`src/rtl/mem_access_stage.sv`:
```
// mem_access_stage: pipeline memory stage between execute and write-back.
// Issues at most one aligned 64-bit data-cache access per instruction over a
// req/ack port. It aligns and extends load data, and it stalls the upstream
// pipeline while an access is outstanding. Non-memory instructions pass
// through with one cycle of latency.
//
// Ports:
//   clk, reset (async, active-high)
//   inValid, inResult, inDataReg2, inMemRead, inMemWrite, inMemOrReg,
//   inRegWrite, inDestRegister, inLoadType, inStoreType, inFlush
//                                        : execute-stage outputs
//   dcReq, dcWrite, dcAddr, dcWdata, dcWstrb
//                                        : data-cache request (out)
//   dcAck, dcRdata                       : data-cache completion (in)
//   outStall                             : upstream must hold this cycle
//   outValid, outResult, outLoadData, outMemOrReg, outRegWrite,
//   outDestRegister, outMisaligned       : write-back outputs
module mem_access_stage #(
    parameter int BUS_DATA_WIDTH = 64
) (
    input  logic                      clk,
    input  logic                      reset,
    input  logic                      inValid,
    input  logic [BUS_DATA_WIDTH-1:0] inResult,
    input  logic [BUS_DATA_WIDTH-1:0] inDataReg2,
    input  logic                      inMemRead,
    input  logic                      inMemWrite,
    input  logic                      inMemOrReg,
    input  logic                      inRegWrite,
    input  logic [4:0]                inDestRegister,
    input  logic [2:0]                inLoadType,
    input  logic [1:0]                inStoreType,
    input  logic                      inFlush,
    output logic                      dcReq,
    output logic                      dcWrite,
    output logic [BUS_DATA_WIDTH-1:0] dcAddr,
    output logic [BUS_DATA_WIDTH-1:0] dcWdata,
    output logic [7:0]                dcWstrb,
    input  logic                      dcAck,
    input  logic [BUS_DATA_WIDTH-1:0] dcRdata,
    output logic                      outStall,
    output logic                      outValid,
    output logic [BUS_DATA_WIDTH-1:0] outResult,
    output logic [BUS_DATA_WIDTH-1:0] outLoadData,
    output logic                      outMemOrReg,
    output logic                      outRegWrite,
    output logic [4:0]                outDestRegister,
    output logic                      outMisaligned
);
    localparam int W = BUS_DATA_WIDTH;

    typedef enum logic {IDLE = 1'b0, BUSY = 1'b1} state_t;
    state_t state_reg, state_next;

    logic [2:0]   off;
    logic [1:0]   size_code;
    logic         aligned;
    logic         is_mem;
    logic         accept;
    logic         misaligned;
    logic [7:0]   store_strb;
    logic [W-1:0] store_data;

    // Copy of the request held for the duration of BUSY
    logic         req_write_reg;
    logic [W-1:0] req_addr_reg;
    logic [W-1:0] req_wdata_reg;
    logic [7:0]   req_wstrb_reg;
    logic [2:0]   req_type_reg;
    logic [2:0]   req_off_reg;
    logic [W-1:0] wb_result_reg;
    logic         wb_mor_reg;
    logic         wb_rw_reg;
    logic [4:0]   wb_rd_reg;
    logic         flush_reg;

    logic [W-1:0] rdata_shifted;
    logic [W-1:0] load_value;

    assign off    = inResult[2:0];
    assign is_mem = inValid && (inMemRead || inMemWrite);

    // log2 of access size; load type 111 has low bits 11, so it aligns like ld
    assign size_code = inMemWrite ? inStoreType : inLoadType[1:0];

    always_comb begin
        case (size_code)
            2'b00:   aligned = 1'b1;
            2'b01:   aligned = (off[0] == 1'b0);
            2'b10:   aligned = (off[1:0] == 2'b00);
            default: aligned = (off == 3'b000);
        endcase
    end

    always_comb begin
        case (inStoreType)
            2'b00:   store_strb = 8'h01 << off;
            2'b01:   store_strb = 8'h03 << off;
            2'b10:   store_strb = 8'h0F << off;
            default: store_strb = 8'hFF;
        endcase
    end

    assign store_data = inDataReg2 << {off, 3'b000};
    assign accept     = (state_reg == IDLE) && is_mem && aligned && !inFlush;
    assign misaligned = is_mem && !aligned;

    // State register
    always_ff @(posedge clk or posedge reset) begin
        if (reset) begin
            state_reg <= IDLE;
        end else begin
            state_reg <= state_next;
        end
    end

    // Next-state logic
    always_comb begin
        state_next = state_reg;
        case (state_reg)
            IDLE:    if (accept) state_next = BUSY;
            BUSY:    if (dcAck)  state_next = IDLE;
            default: state_next = IDLE;
        endcase
    end

    // Request outputs. Gated by reset so an abandoned request drops at once,
    // even if upstream still presents a memory op while reset is held.
    always_comb begin
        dcReq    = 1'b0;
        dcWrite  = 1'b0;
        dcAddr   = '0;
        dcWdata  = '0;
        dcWstrb  = 8'h00;
        outStall = 1'b0;
        if (!reset) begin
            case (state_reg)
                IDLE: begin
                    if (accept) begin
                        dcReq    = 1'b1;
                        dcWrite  = inMemWrite;
                        dcAddr   = {inResult[W-1:3], 3'b000};
                        dcWdata  = inMemWrite ? store_data : '0;
                        dcWstrb  = inMemWrite ? store_strb : 8'h00;
                        outStall = 1'b1;
                    end
                end
                BUSY: begin
                    dcReq    = 1'b1;
                    dcWrite  = req_write_reg;
                    dcAddr   = req_addr_reg;
                    dcWdata  = req_wdata_reg;
                    dcWstrb  = req_wstrb_reg;
                    outStall = !dcAck;
                end
                default: ;
            endcase
        end
    end

    // Load alignment and extension from the latched offset and type
    assign rdata_shifted = dcRdata >> {req_off_reg, 3'b000};

    always_comb begin
        case (req_type_reg)
            3'b000:  load_value = {{(W-8){rdata_shifted[7]}},   rdata_shifted[7:0]};
            3'b001:  load_value = {{(W-16){rdata_shifted[15]}}, rdata_shifted[15:0]};
            3'b010:  load_value = {{(W-32){rdata_shifted[31]}}, rdata_shifted[31:0]};
            3'b100:  load_value = {{(W-8){1'b0}},  rdata_shifted[7:0]};
            3'b101:  load_value = {{(W-16){1'b0}}, rdata_shifted[15:0]};
            3'b110:  load_value = {{(W-32){1'b0}}, rdata_shifted[31:0]};
            default: load_value = rdata_shifted;
        endcase
    end

    // Request latch and write-back registers
    always_ff @(posedge clk or posedge reset) begin
        if (reset) begin
            req_write_reg   <= 1'b0;
            req_addr_reg    <= '0;
            req_wdata_reg   <= '0;
            req_wstrb_reg   <= 8'h00;
            req_type_reg    <= 3'b000;
            req_off_reg     <= 3'b000;
            wb_result_reg   <= '0;
            wb_mor_reg      <= 1'b0;
            wb_rw_reg       <= 1'b0;
            wb_rd_reg       <= 5'd0;
            flush_reg       <= 1'b0;
            outValid        <= 1'b0;
            outResult       <= '0;
            outLoadData     <= '0;
            outMemOrReg     <= 1'b0;
            outRegWrite     <= 1'b0;
            outDestRegister <= 5'd0;
            outMisaligned   <= 1'b0;
        end else if (state_reg == IDLE) begin
            if (accept) begin
                req_write_reg <= inMemWrite;
                req_addr_reg  <= {inResult[W-1:3], 3'b000};
                req_wdata_reg <= inMemWrite ? store_data : '0;
                req_wstrb_reg <= inMemWrite ? store_strb : 8'h00;
                req_type_reg  <= inLoadType;
                req_off_reg   <= off;
                wb_result_reg <= inResult;
                wb_mor_reg    <= inMemOrReg;
                wb_rw_reg     <= inRegWrite;
                wb_rd_reg     <= inDestRegister;
                flush_reg     <= 1'b0;
                outValid      <= 1'b0;
                outRegWrite   <= 1'b0;
                outMisaligned <= 1'b0;
            end else begin
                // Pass-through: non-memory, invalid, flushed or misaligned
                outValid        <= inValid && !inFlush;
                outResult       <= inResult;
                outMemOrReg     <= inMemOrReg;
                outRegWrite     <= inRegWrite && !inFlush && !misaligned;
                outDestRegister <= inDestRegister;
                outMisaligned   <= misaligned && !inFlush;
            end
        end else begin
            if (dcAck) begin
                // A flush during BUSY cannot cancel the bus access; it only
                // kills the write-back of the completed instruction.
                outValid        <= !(flush_reg || inFlush);
                outResult       <= wb_result_reg;
                outMemOrReg     <= wb_mor_reg;
                outRegWrite     <= wb_rw_reg && !(flush_reg || inFlush);
                outDestRegister <= wb_rd_reg;
                outMisaligned   <= 1'b0;
                flush_reg       <= 1'b0;
                if (!req_write_reg) begin
                    outLoadData <= load_value;
                end
            end else begin
                flush_reg     <= flush_reg || inFlush;
                outValid      <= 1'b0;
                outRegWrite   <= 1'b0;
                outMisaligned <= 1'b0;
            end
        end
    end

endmodule

```
`config.mk`:
```
export PLATFORM = sky130hd
export DESIGN_NAME = mem_access_stage
export DESIGN_NICKNAME = d
export VERILOG_FILES = /design/src/rtl/mem_access_stage.sv
export SDC_FILE = /design/constraint.sdc
export NUM_CORES = 1
export LEC_CHECK = 0
export CORE_MARGIN = 10
export CORE_UTILIZATION = 35
export CTS_BUF_LIST = sky130_fd_sc_hd__clkbuf_2 sky130_fd_sc_hd__clkbuf_4 sky130_fd_sc_hd__clkbuf_8
export CTS_CLUSTER_DIAMETER = 150
export DETAILED_ROUTE_END_ITERATION = 8
export HOLD_SLACK_MARGIN = 0.12
export PLACE_DENSITY = 0.59
export SLEW_MARGIN = 20
export SYNTH_ARGS = -nofsm -noshare
export SYNTH_HDL_FRONTEND = slang
export SYNTH_SLANG_ARGS = --single-unit
```
`constraint.sdc`:
```
create_clock -name clk -period 10.9 [get_ports clk]
set_input_delay 1.09 -clock clk [delete_from_list [all_inputs] [get_ports clk]]
set_output_delay 1.09 -clock clk [all_outputs]
set_load 0.05 [all_outputs]
```
== Word-level counts from Yosys, hierarchy flattened ==
Cells that the tools add are included.
Widths: inputs -> output; s select.

* Bits in registers: 350
* Input bits: 211
* Word-level logic and storage cells: 109

* Equal/unequal tests: 11
* Shifts and indexed selects: 5
* Muxes and demuxes: 45
* Bitwise logic cells: 3
* Reductions and logical operators: 26

{| class="wikitable"
|+ Operator list
! cell !! number
|-
| $mux 64 || 8
|-
| $pmux 64 s6 || 1
|-
| $pmux 64 s2 || 2
|-
| $shl 64x6->64 || 1
|-
| $shr 64x6->64 || 1
|-
| $mux 8 || 3
|-
| $pmux 8 s3 || 1
|-
| $mux 1 || 20
|-
| $pmux 8 s2 || 1
|-
| $mux 5 || 3
|-
| $logic_and 1x1->1 || 10
|-
| $eq 3x3->1 const B || 3
|-
| $pmux 1 s2 || 4
|-
| $shl 1x3->8 const A || 1
|-
| $shl 2x3->8 const A || 1
|-
| $shl 4x3->8 const A || 1
|-
| $logic_not 2->1 || 3
|-
| $logic_not 3->1 || 2
|-
| $logic_not 1->1 || 5
|-
| $eq 2x1->1 const B || 2
|-
| $eq 2x2->1 const B || 2
|-
| $ne 2x2->1 const B || 2
|-
| $reduce_and 2->1 || 2
|-
| $eq 3x1->1 const B || 1
|-
| other kinds (7) || 10
|}

== Logic depth before layout (Yosys ltp) ==
Gate-level depths: netlist of run 1.

* Depth in word-level cells: 9
* Depth in mapped cells: 9
* Depth with buffers taken out: 7

== Worst setup path before layout of run 1 ==
Ideal clock, no wire load.

* Path type: input -> output
* From: in reset
* To: out dcWdata[41]
* Data arrival time: 10.033 ns
* Required time: 9.810 ns
* Setup slack: -0.223 ns
* Stages on the path: 4
* Buffers on the path: 1
* Cells stage by stage: clkbuf_1 inv_1 nand3_1 o21ai_0

* Word-level cells in the longest chain between the ends: 1

{| class="wikitable"
|+ RTL lines
! item !! line !! RTL
|-
| from (decl) || 22 || <nowiki>input logic reset,</nowiki>
|-
| $mux 64 || 136 || <nowiki>if (!reset) begin</nowiki>
|-
| to (decl) || 37 || <nowiki>output logic [BUS_DATA_WIDTH-1:0] dcWdata,</nowiki>
|}

No other way between the ends.

== Final worst setup path of run 1 ==
* From: in inMemWrite
* To: out outStall

* Word-level cells in the longest chain between the ends: 8
* Elaborated cells between the ends (all ways): 13
* Classes of those cells: eq/ne: 2; mux: 5; reduce/logical: 6

{| class="wikitable"
|+ RTL lines
! item !! line !! RTL
|-
| from (decl) || 27 || <nowiki>input logic inMemWrite,</nowiki>
|-
| $mux 2 or $logic_or 1x1->1 (tied branches) || 84, 81 ||
|-
| $eq 2x2->1 (tied with other cells) || 87 || <nowiki>case (size_code)</nowiki>
|-
| $pmux 1 s3 or $logic_and 1x1->1 (tied branches) || 87, 105 ||
|-
| $logic_and 1x1->1 (*) (2 in a row) || 105 || <nowiki>assign accept = (state_reg == IDLE) && is_mem && aligned && !inFlush;</nowiki>
|-
| $mux 1 (*) || 139 || <nowiki>if (accept) begin</nowiki>
|-
| $pmux 1 s2 (*) || 137 || <nowiki>case (state_reg)</nowiki>
|-
| $mux 1 (*) || 136 ||
|-
| to (decl) || 41 || <nowiki>output logic outStall,</nowiki>
|}

Mark *: on every way between the ends. The rest lies on a longest branch, timed or not.

==> impl_metrics.env, run 1 <==
export IMPL_status="completed"
export IMPL_finalHoldViolCount=0
export IMPL_p_leak_uw=0.00954
export IMPL_ys_async_sr_fraction_pct=100
export IMPL_layout_drive_gt1_share_pct=8.53
export IMPL_die_area_mm2=0.0566
export IMPL_vias_per_cell=5.54
export IMPL_skew_ns=0.0242
export IMPL_final_common_cell="clkdlybuf4s50_1"
export IMPL_cts_buffer_depth=3
export IMPL_placed_cell_area_mm2=0.0217
export IMPL_period_minus_slack_ns=6.88
export IMPL_p_total_uw=4680
export IMPL_netlist_area_mm2=0.0166
export IMPL_fin_area_mm2=0.0229
export IMPL_drv_cap=0
export IMPL_synth_edf_count=0
export IMPL_area_growth_pct=37.5
export IMPL_port_buffers=483
export IMPL_synthCells=1860
export IMPL_grt_pass1_vias=15900
export IMPL_cts_buffers=53
export IMPL_clock_sinks=286
export IMPL_relSlewSlack_pct=29.1
export IMPL_cp_end_kind="output port"
export IMPL_cts_tree="yes"
export IMPL_via_count=16100
export IMPL_totalWireLength_mm=71.4
export IMPL_critPathMaxFanout=81
export IMPL_dieHeight_um=238
export IMPL_min_to="req_wdata_reg[40]$_DFFE_PP0P_"
export IMPL_hpwl_mm=51.4
export IMPL_worstPathArrival_ns=5.79
export IMPL_track_usage_pct=24.2
export IMPL_cts_root_buf="clkbuf_8"
export IMPL_htreeDepth=2
export IMPL_ios=487
export IMPL_globalplace_congestion=0.890
export IMPL_final_util_pct=48.9
export IMPL_r2r_setup_slack_ns=7.09
export IMPL_min_path_cells=2
export IMPL_synth_area_leaders="dfrtp_1, nand2_1, mux2i_1"
export IMPL_synth_distinct_cells=57
export IMPL_mostFrequentLayoutCells="clkdlybuf4s50_1, nand2_1, dfrtp_1"
export IMPL_avgSynthCellArea_um2=8.94
export IMPL_worstSkewPairLatency_ns=0.65
export IMPL_yosysTopAreaCell="dfrtp_1"
export IMPL_fin_setup_tns_ns=0
export IMPL_cp_slowest_cell="clkdlybuf4s50_1"
export IMPL_synth_seq_cells=286
export IMPL_startpoint_type="primary input"
export IMPL_row_count=79
export IMPL_core_area_mm2=0.0468
export IMPL_crit_type="primary input to output port"
export IMPL_antenna_found_initial=8
export IMPL_place_ws_ns=4.02
export IMPL_fmax_mhz=145
export IMPL_hp_class="flip-flop to flip-flop"
export IMPL_grt_pass1_wl_mm=106
export IMPL_worst_path_largest_cell_delay_ns=0.82
export IMPL_ant_nets=0
export IMPL_cts_hold_fix_buffers=0
export IMPL_wl_per_cell_um=24.5
export IMPL_worst_pin_slew_ns=1.06
export IMPL_setup_viol=0
export IMPL_r2r_start="req_off_reg[1]$_DFFE_PP0P_"
export IMPL_hold_start="req_wdata_reg[40]$_DFFE_PP0P_"
export IMPL_clk_pin_slew_ns=0.06
export IMPL_yosys_warnings=0
export IMPL_fin_crit_sh_pct=63.1
export IMPL_gr_total_overflow=0
export IMPL_slew_violations=0
export IMPL_ctsResizeCount=0
export IMPL_reg2reg_depth=6
export IMPL_ir_worst_vdd_v=0.0000969
export IMPL_drcViolationCount=0
export IMPL_grt_max_degree=121
export IMPL_drt_pass1_iterations=5
export IMPL_grt_setup_unrepaired="no"
export IMPL_start_util_pct=35.6
export IMPL_p_per_area_mw_per_mm2=205
export IMPL_nNetsFinal=2470
export IMPL_die_w_um=238
export IMPL_synth_top_area_share_pct=43.1
export IMPL_startpoint="inMemWrite"
export IMPL_seq_area_frac_synth_pct=43.1
export IMPL_cp_cell_sequence="clkdlybuf4s50_1 > inv_2 > o311a_4 > a211oi_4 > buf_4 > buf_4 > nor2_2 > buf_4 > nor2_1 > clkdlybuf4s50_1"
export IMPL_cts_setup_buffers=0
export IMPL_required_ns=9.81
export IMPL_synth_flop_cell="dfrtp_1"
export IMPL_drt_iter0_drc=1367
export IMPL_worst_slack_ns=4.02
export IMPL_cpMostUsedCell="buf_4"
export IMPL_regToRegEndpoint="outLoadData[61]$_DFFE_PP0P_"
-- per-stage QoR --
stage / cells / hold WS, ns
5_1_grt: 2910 / 0.497
4_1_cts: 2905 / 0.474
2_1_floorplan: 1862 / 0.439
3_5_place_dp: 2807 / 0.460
6_report: 2911 / 0.469
3_3_place_gp: 2807 / 0.455
-- area by class of cell --
cell class	count	area (um2)
clock buffer	86	1080
inverter	9	37.5
sequential	286	7160
timing repair buffer	513	5070
antenna	5	12.5
tap	607	759
clock inverter	12	70.1
multi-input combinational	1393	8670
fill	4515	23900
-- how the worst max path moves through the flow --
stage / end / slack (ns) / depth (start not counted)
after global routing: outStall / 3.74 / 10
final: outStall / 4.02 / 10
after detailed placement: outStall / 4.02 / 10
after CTS: outStall / 3.97 / 10
after global placement: outStall / 4.07 / 10
after floorplan: dcWdata[46] / 2.15 / 5
-- logic make-up (layout without fill, tap and decap cells) --
logic type	after synthesis	after routing	synth area share (%)
buf+inv	183	620	5.04
simple gates	677	677	16.9
fa+ha+maj	3	3	0.226
mux	190	190	12.8
compound gates	520	520	21.9
other cells	1	8	0.0226
flops	286	286	43.1
-- synthesized netlist by cell type, drive strengths merged (2+ instances only) --
library cell and instances:
or3 4, a22o 64, inv 9, nand2b 17, a31oi 49, o22ai 26, mux2 33, a221o 43
nor3 8, a21oi 51, mux4 15, mux2i 142, nand2 446, a22oi 2, clkbuf 101, a211oi 37
nor2 118, o22a 14, a2bb2oi 27, a211o 2, dfrtp 286, o21ai 145, nor2b 67, buf 73
o31a 2, ha 3, nand3 12, o211ai 2, o31ai 46
-- routing by layer --
metal	part of all wire, %	up-vias	GRT usage [%]
met5	0.050	-	0
met4	2.1	6	6.64
met3	8.4	74	6.78
met2	47	631	39.4
met1	42	7997	31.0
li1	-	7430	-
-- power breakdown --
part           switching (uW)  leakage [uW]  internal (uW)  total [uW]
logic                    1290       0.00539            703        1990
registers                 234       0.00353           1340        1570
clock network             490      0.000619            627        1120
-- worst max-delay path, delay by kind of cell --
kind	cells	cell delay [ns]
buffers and inverters	6	3.67
AND/OR/NAND/NOR	2	0.21
AO/OA/AOI/OAI	2	0.78
Note: power is estimated with default switching activity, not from simulation.
==> inputs of run 2 (changes only) <==
Clock period 10.9 ns to 6.95 ns, I/O delays scaled along.
==> impl_metrics.env, run 2 (synthesis gave the netlist of run 1 again) <==
export IMPL_final_common_cell="clkdlybuf4s50_1"
export IMPL_ios=487
export IMPL_track_usage_pct=24.7
export IMPL_cts_buffers=53
export IMPL_grt_pass1_vias=16400
export IMPL_p_total_uw=7330
export IMPL_fin_setup_tns_ns=0
export IMPL_crit_type="primary input to output port"
export IMPL_drt_iter0_drc=1234
export IMPL_hpwl_mm=51.5
export IMPL_p_leak_uw=0.00955
export IMPL_grtUsageMet2_pct=39.6
export IMPL_layout_drive_gt1_share_pct=9.03
export IMPL_ctsResizeCount=0
export IMPL_p_per_area_mw_per_mm2=319
export IMPL_wl_per_cell_um=24.7
export IMPL_nNetsFinal=2468
export IMPL_n_fill_cell=4478
export IMPL_cts_setup_buffers=0
export IMPL_cts_tree="yes"
export IMPL_ir_worst_vdd_v=0.000161
export IMPL_critPathMaxFanout=61
export IMPL_slew_violations=0
export IMPL_die_w_um=238
export IMPL_finalHoldViolCount=0
export IMPL_vias_per_cell=5.59
export IMPL_grt_busiest_layer="met2"
export IMPL_required_ns=6.25
export IMPL_clk_pin_slew_ns=0.05
export IMPL_core_area_mm2=0.0468
export IMPL_worstPathArrival_ns=4.58
export IMPL_start_util_pct=35.6
export IMPL_relSlewSlack_pct=26.8
export IMPL_grt_max_degree=164
export IMPL_fin_crit_sh_pct=75.9
export IMPL_via_count=16300
export IMPL_worstSkewPairLatency_ns=0.64
export IMPL_grt_setup_unrepaired="no"
export IMPL_worst_pin_slew_ns=1.10
export IMPL_dieHeight_um=238
export IMPL_ant_nets=0
export IMPL_fin_area_mm2=0.0229
export IMPL_fmax_mhz=189
export IMPL_placed_cell_area_mm2=0.0218
export IMPL_final_util_pct=49.0
export IMPL_setup_viol=0
export IMPL_period_minus_slack_ns=5.28
export IMPL_met3_usage_pct=7.64
export IMPL_area_growth_pct=37.9
export IMPL_hold_ws_ns=0.469
export IMPL_htreeDepth=2
export IMPL_drcViolationCount=0
export IMPL_grt_pass1_wl_mm=108
export IMPL_cp_end_kind="output port"
export IMPL_startpoint_type="primary input"
export IMPL_antenna_found_initial=16
export IMPL_globalplace_congestion=0.941
export IMPL_cts_root_buf="clkbuf_8"
export IMPL_drt_pass1_iterations=5
export IMPL_port_buffers=483
export IMPL_die_area_mm2=0.0566
export IMPL_cts_hold_fix_buffers=0
export IMPL_status="completed"
export IMPL_row_count=79
export IMPL_drv_cap=0
export IMPL_totalWireLength_mm=71.9
export IMPL_hp_class="flip-flop to flip-flop"
export IMPL_mostFrequentLayoutCells="clkdlybuf4s50_1, nand2_1, dfrtp_1"
export IMPL_gr_usage_met1_pct=30.3
export IMPL_clock_sinks=286
export IMPL_gr_total_overflow=0
export IMPL_cts_buffer_depth=3
export IMPL_skew_ns=0.0186
-- run 2: final timing paths --
check | cells after the start | slack [ns] | from | to
min reg2reg | 2 | 0.47 | req_wdata_reg[40]$_DFFE_PP0P_ | req_wdata_reg[40]$_DFFE_PP0P_
max in group asynchronous | 5 | 3.59 | reset | outLoadData[2]$_DFFE_PP0P_
max reg2reg | 6 | 3.48 | req_off_reg[1]$_DFFE_PP0P_ | outLoadData[33]$_DFFE_PP0P_
max | 8 | 1.67 | inMemWrite | dcWdata[11]
min | 2 | 0.47 | req_wdata_reg[40]$_DFFE_PP0P_ | req_wdata_reg[40]$_DFFE_PP0P_
min in group asynchronous | 3 | 1.12 | reset | req_type_reg[0]$_DFFE_PP0P_
-- run 2: cell type report --
type                            count  area (um2)  share of cell area, %
Antenna cell                       11        27.5                  0.120
Clock buffer                       89        1120                   4.88
Clock inverter                      5        27.5                  0.120
Inverter                            9        37.5                  0.164
Multi-Input combinational cell   1393        8740                   38.1
Sequential cell                   286        7160                   31.2
Tap cell                          607         759                   3.31
Timing Repair Buffer              511        5050                   22.0
-- run 2: per-stage QoR --
step | setup WS [ns] | cells
global placement | 1.66 | 2806
CTS | 1.58 | 2900
detailed placement | 1.59 | 2806
finish | 1.67 | 2911
floorplan | -0.737 | 1862
global route | 1.34 | 2910
-- run 2: worst max-delay path, cell delays in order --
cell and delay (ns):
clkdlybuf4s50_1 0.80, o21ai_0 0.20, or3_1 0.48, a2111oi_4 0.30
buf_4 0.67, nand2_2 0.27, o21ai_0 0.27, clkdlybuf4s50_1 0.86
-- run 2: layer usage --
layer	routed length (um)	up-vias	part of all wire [%]
li1	-	7423	-
met1	28600	8030	40
met2	33900	681	47
met3	6620	129	9.2
met4	2760	8	3.8
met5	51	-	0.071
-- run 2: where the power goes --
part	switching, uW	leakage, uW	internal, uW
clock	759	0.000612	1000
sequential	322	0.00353	2100
combinational	2040	0.00541	1110
==> inputs of run 3 (changes only) <==
Clock period 6.95 ns to 5.4 ns, I/O delays scaled along.
==> impl_metrics.env, run 3 (synthesis gave the netlist of run 1 again) <==
export IMPL_status="completed"
export IMPL_worstSkewPairLatency_ns=0.64
export IMPL_placed_cell_area_mm2=0.0229
export IMPL_p_leak_uw=0.0101
export IMPL_ant_nets=0
export IMPL_cts_root_buf="clkbuf_8"
export IMPL_ir_worst_vdd_v=0.000216
export IMPL_multi_input_area_mm2=0.00874
export IMPL_critPathTopFamily="buffers and inverters"
export IMPL_start_util_pct=35.6
export IMPL_fmax_mhz=229
export IMPL_seq_area_mm2=0.00716
export IMPL_cts_hold_fix_buffers=0
export IMPL_cp_cell_sequence="clkdlybuf4s50_1 > o21ai_0 > or3_1 > a211oi_4 > nand3_2 > buf_4 > o21ai_1 > buf_12"
export IMPL_vias_per_cell=5.58
export IMPL_relSlewSlack_pct=27.6
export IMPL_mostFrequentLayoutCells="nand2_1, clkdlybuf4s50_1, dfrtp_1"
export IMPL_place_ws_ns=0.995
export IMPL_row_count=79
export IMPL_final_common_cell="nand2_1"
export IMPL_setup_viol=0
export IMPL_htreeDepth=2
export IMPL_port_buffers=483
export IMPL_worst_path_largest_cell_delay_ns=0.79
export IMPL_grt_pass1_wl_mm=107
export IMPL_wl_per_cell_um=24.9
export IMPL_drt_iter0_drc=1389
export IMPL_clk_pin_slew_ns=0.05
export IMPL_ios=487
export IMPL_drv_cap=0
export IMPL_die_area_mm2=0.0566
export IMPL_critPathMaxFanout=31
export IMPL_fin_crit_sh_pct=81.0
export IMPL_grt_max_degree=243
export IMPL_cp_end_kind="output port"
export IMPL_startpoint_type="primary input"
export IMPL_stdcell_count=2910
export IMPL_grt_pass1_vias=16200
export IMPL_fin_setup_tns_ns=0
export IMPL_p_per_area_mw_per_mm2=394
export IMPL_cp_slowest_cell="clkdlybuf4s50_1"
export IMPL_die_w_um=238
export IMPL_period_minus_slack_ns=4.38
export IMPL_crit_type="primary input to output port"
export IMPL_layout_drive_gt1_share_pct=14.8
export IMPL_worst_pin_slew_ns=1.09
export IMPL_dieHeight_um=238
export IMPL_clock_sinks=286
export IMPL_core_area_mm2=0.0468
export IMPL_hpwl_mm=52.0
export IMPL_skew_ns=0.0247
export IMPL_dpl_cell_count=2807
export IMPL_cts_tree="yes"
export IMPL_totalWireLength_mm=72.6
export IMPL_globalplace_congestion=0.922
export IMPL_worst_path_buf_inv=3
export IMPL_hold_ws_ns=0.439
export IMPL_finalHoldViolCount=0
export IMPL_ctsResizeCount=0
export IMPL_slew_violations=0
export IMPL_n_fill_cell=4366
export IMPL_worst_slack_ns=1.02
export IMPL_track_usage_pct=24.6
export IMPL_via_count=16200
export IMPL_cts_buffers=52
export IMPL_worstPathArrival_ns=3.84
export IMPL_hp_class="primary input to flip-flop"
export IMPL_cts_buffer_depth=3
export IMPL_drcViolationCount=0
export IMPL_grt_setup_unrepaired="no"
export IMPL_drt_pass1_iterations=5
export IMPL_fin_area_mm2=0.0240
export IMPL_area_growth_pct=44.6
export IMPL_nNetsFinal=2468
export IMPL_required_ns=4.86
export IMPL_gr_total_overflow=0
export IMPL_cts_setup_buffers=0
export IMPL_antenna_found_initial=17
run 3: changes by cell type in the layout (fill, tap and decap cells not counted), moves of 2 or more:
cell             before  now
clkdlybuf4s50_1     477  344
buf_4                29   46
buf_12                2  118
diode_2              11   13
clkbuf_4             17   11
run 3: per-stage QoR:
stage / utilization [%] / power (uW)
4_1_cts: 51.3 / 9550
2_1_floorplan: - / 5700
3_5_place_dp: 48.9 / 7260
5_1_grt: 51.4 / 9950
6_report: 51.4 / 9480
3_3_place_gp: 48.9 / 7200
run 3: tightest hold or removal path: stages:
cell and delay (ns):
buf_2 0.11, nand2_1 0.25, o31ai_1 0.12
run 3: layout make-up:
class | count | share of cell area [%]
multi-input cells | 1393 | 36.3
flip-flops and latches | 286 | 29.8
repair buffers | 512 | 25.7
clock buffers | 82 | 4.41
well taps | 607 | 3.16
clock inverters | 8 | 0.291
inverters | 9 | 0.156
diodes | 13 | 0.135
run 3: where the power goes:
part	switching, uW	total (uW)	internal [uW]
combinational	2640	4120	1470
sequential	416	3110	2700
clock	968	2250	1280
total	4030	9480	5450
run 3: path summary, 6_finish.rpt:
| path | from | endpoint | slack, ns | cells after the start |
|---|---|---|---|---|
| min in group asynchronous | reset | req_type_reg[1]$_DFFE_PP0P_ | 1.17 | 3 |
| max in group asynchronous | reset | outLoadData[20]$_DFFE_PP0P_ | 2.57 | 4 |
| hold / removal | dcAck | outLoadData[7]$_DFFE_PP0P_ | 0.44 | 3 |
| setup reg to reg | req_off_reg[1]$_DFFE_PP0P_ | outLoadData[38]$_DFFE_PP0P_ | 1.84 | 6 |
| hold reg to reg | req_wdata_reg[40]$_DFFE_PP0P_ | req_wdata_reg[40]$_DFFE_PP0P_ | 0.47 | 2 |
| setup / recovery | inMemWrite | dcWstrb[1] | 1.02 | 8 |
run 3: layer usage:
layer	wire (um)	up-vias	track usage, %
met5	40	-	0
met4	2640	6	10.5
met3	6600	116	8.05
met2	34200	627	39.1
met1	29100	8058	30.2
li1	-	7429	-
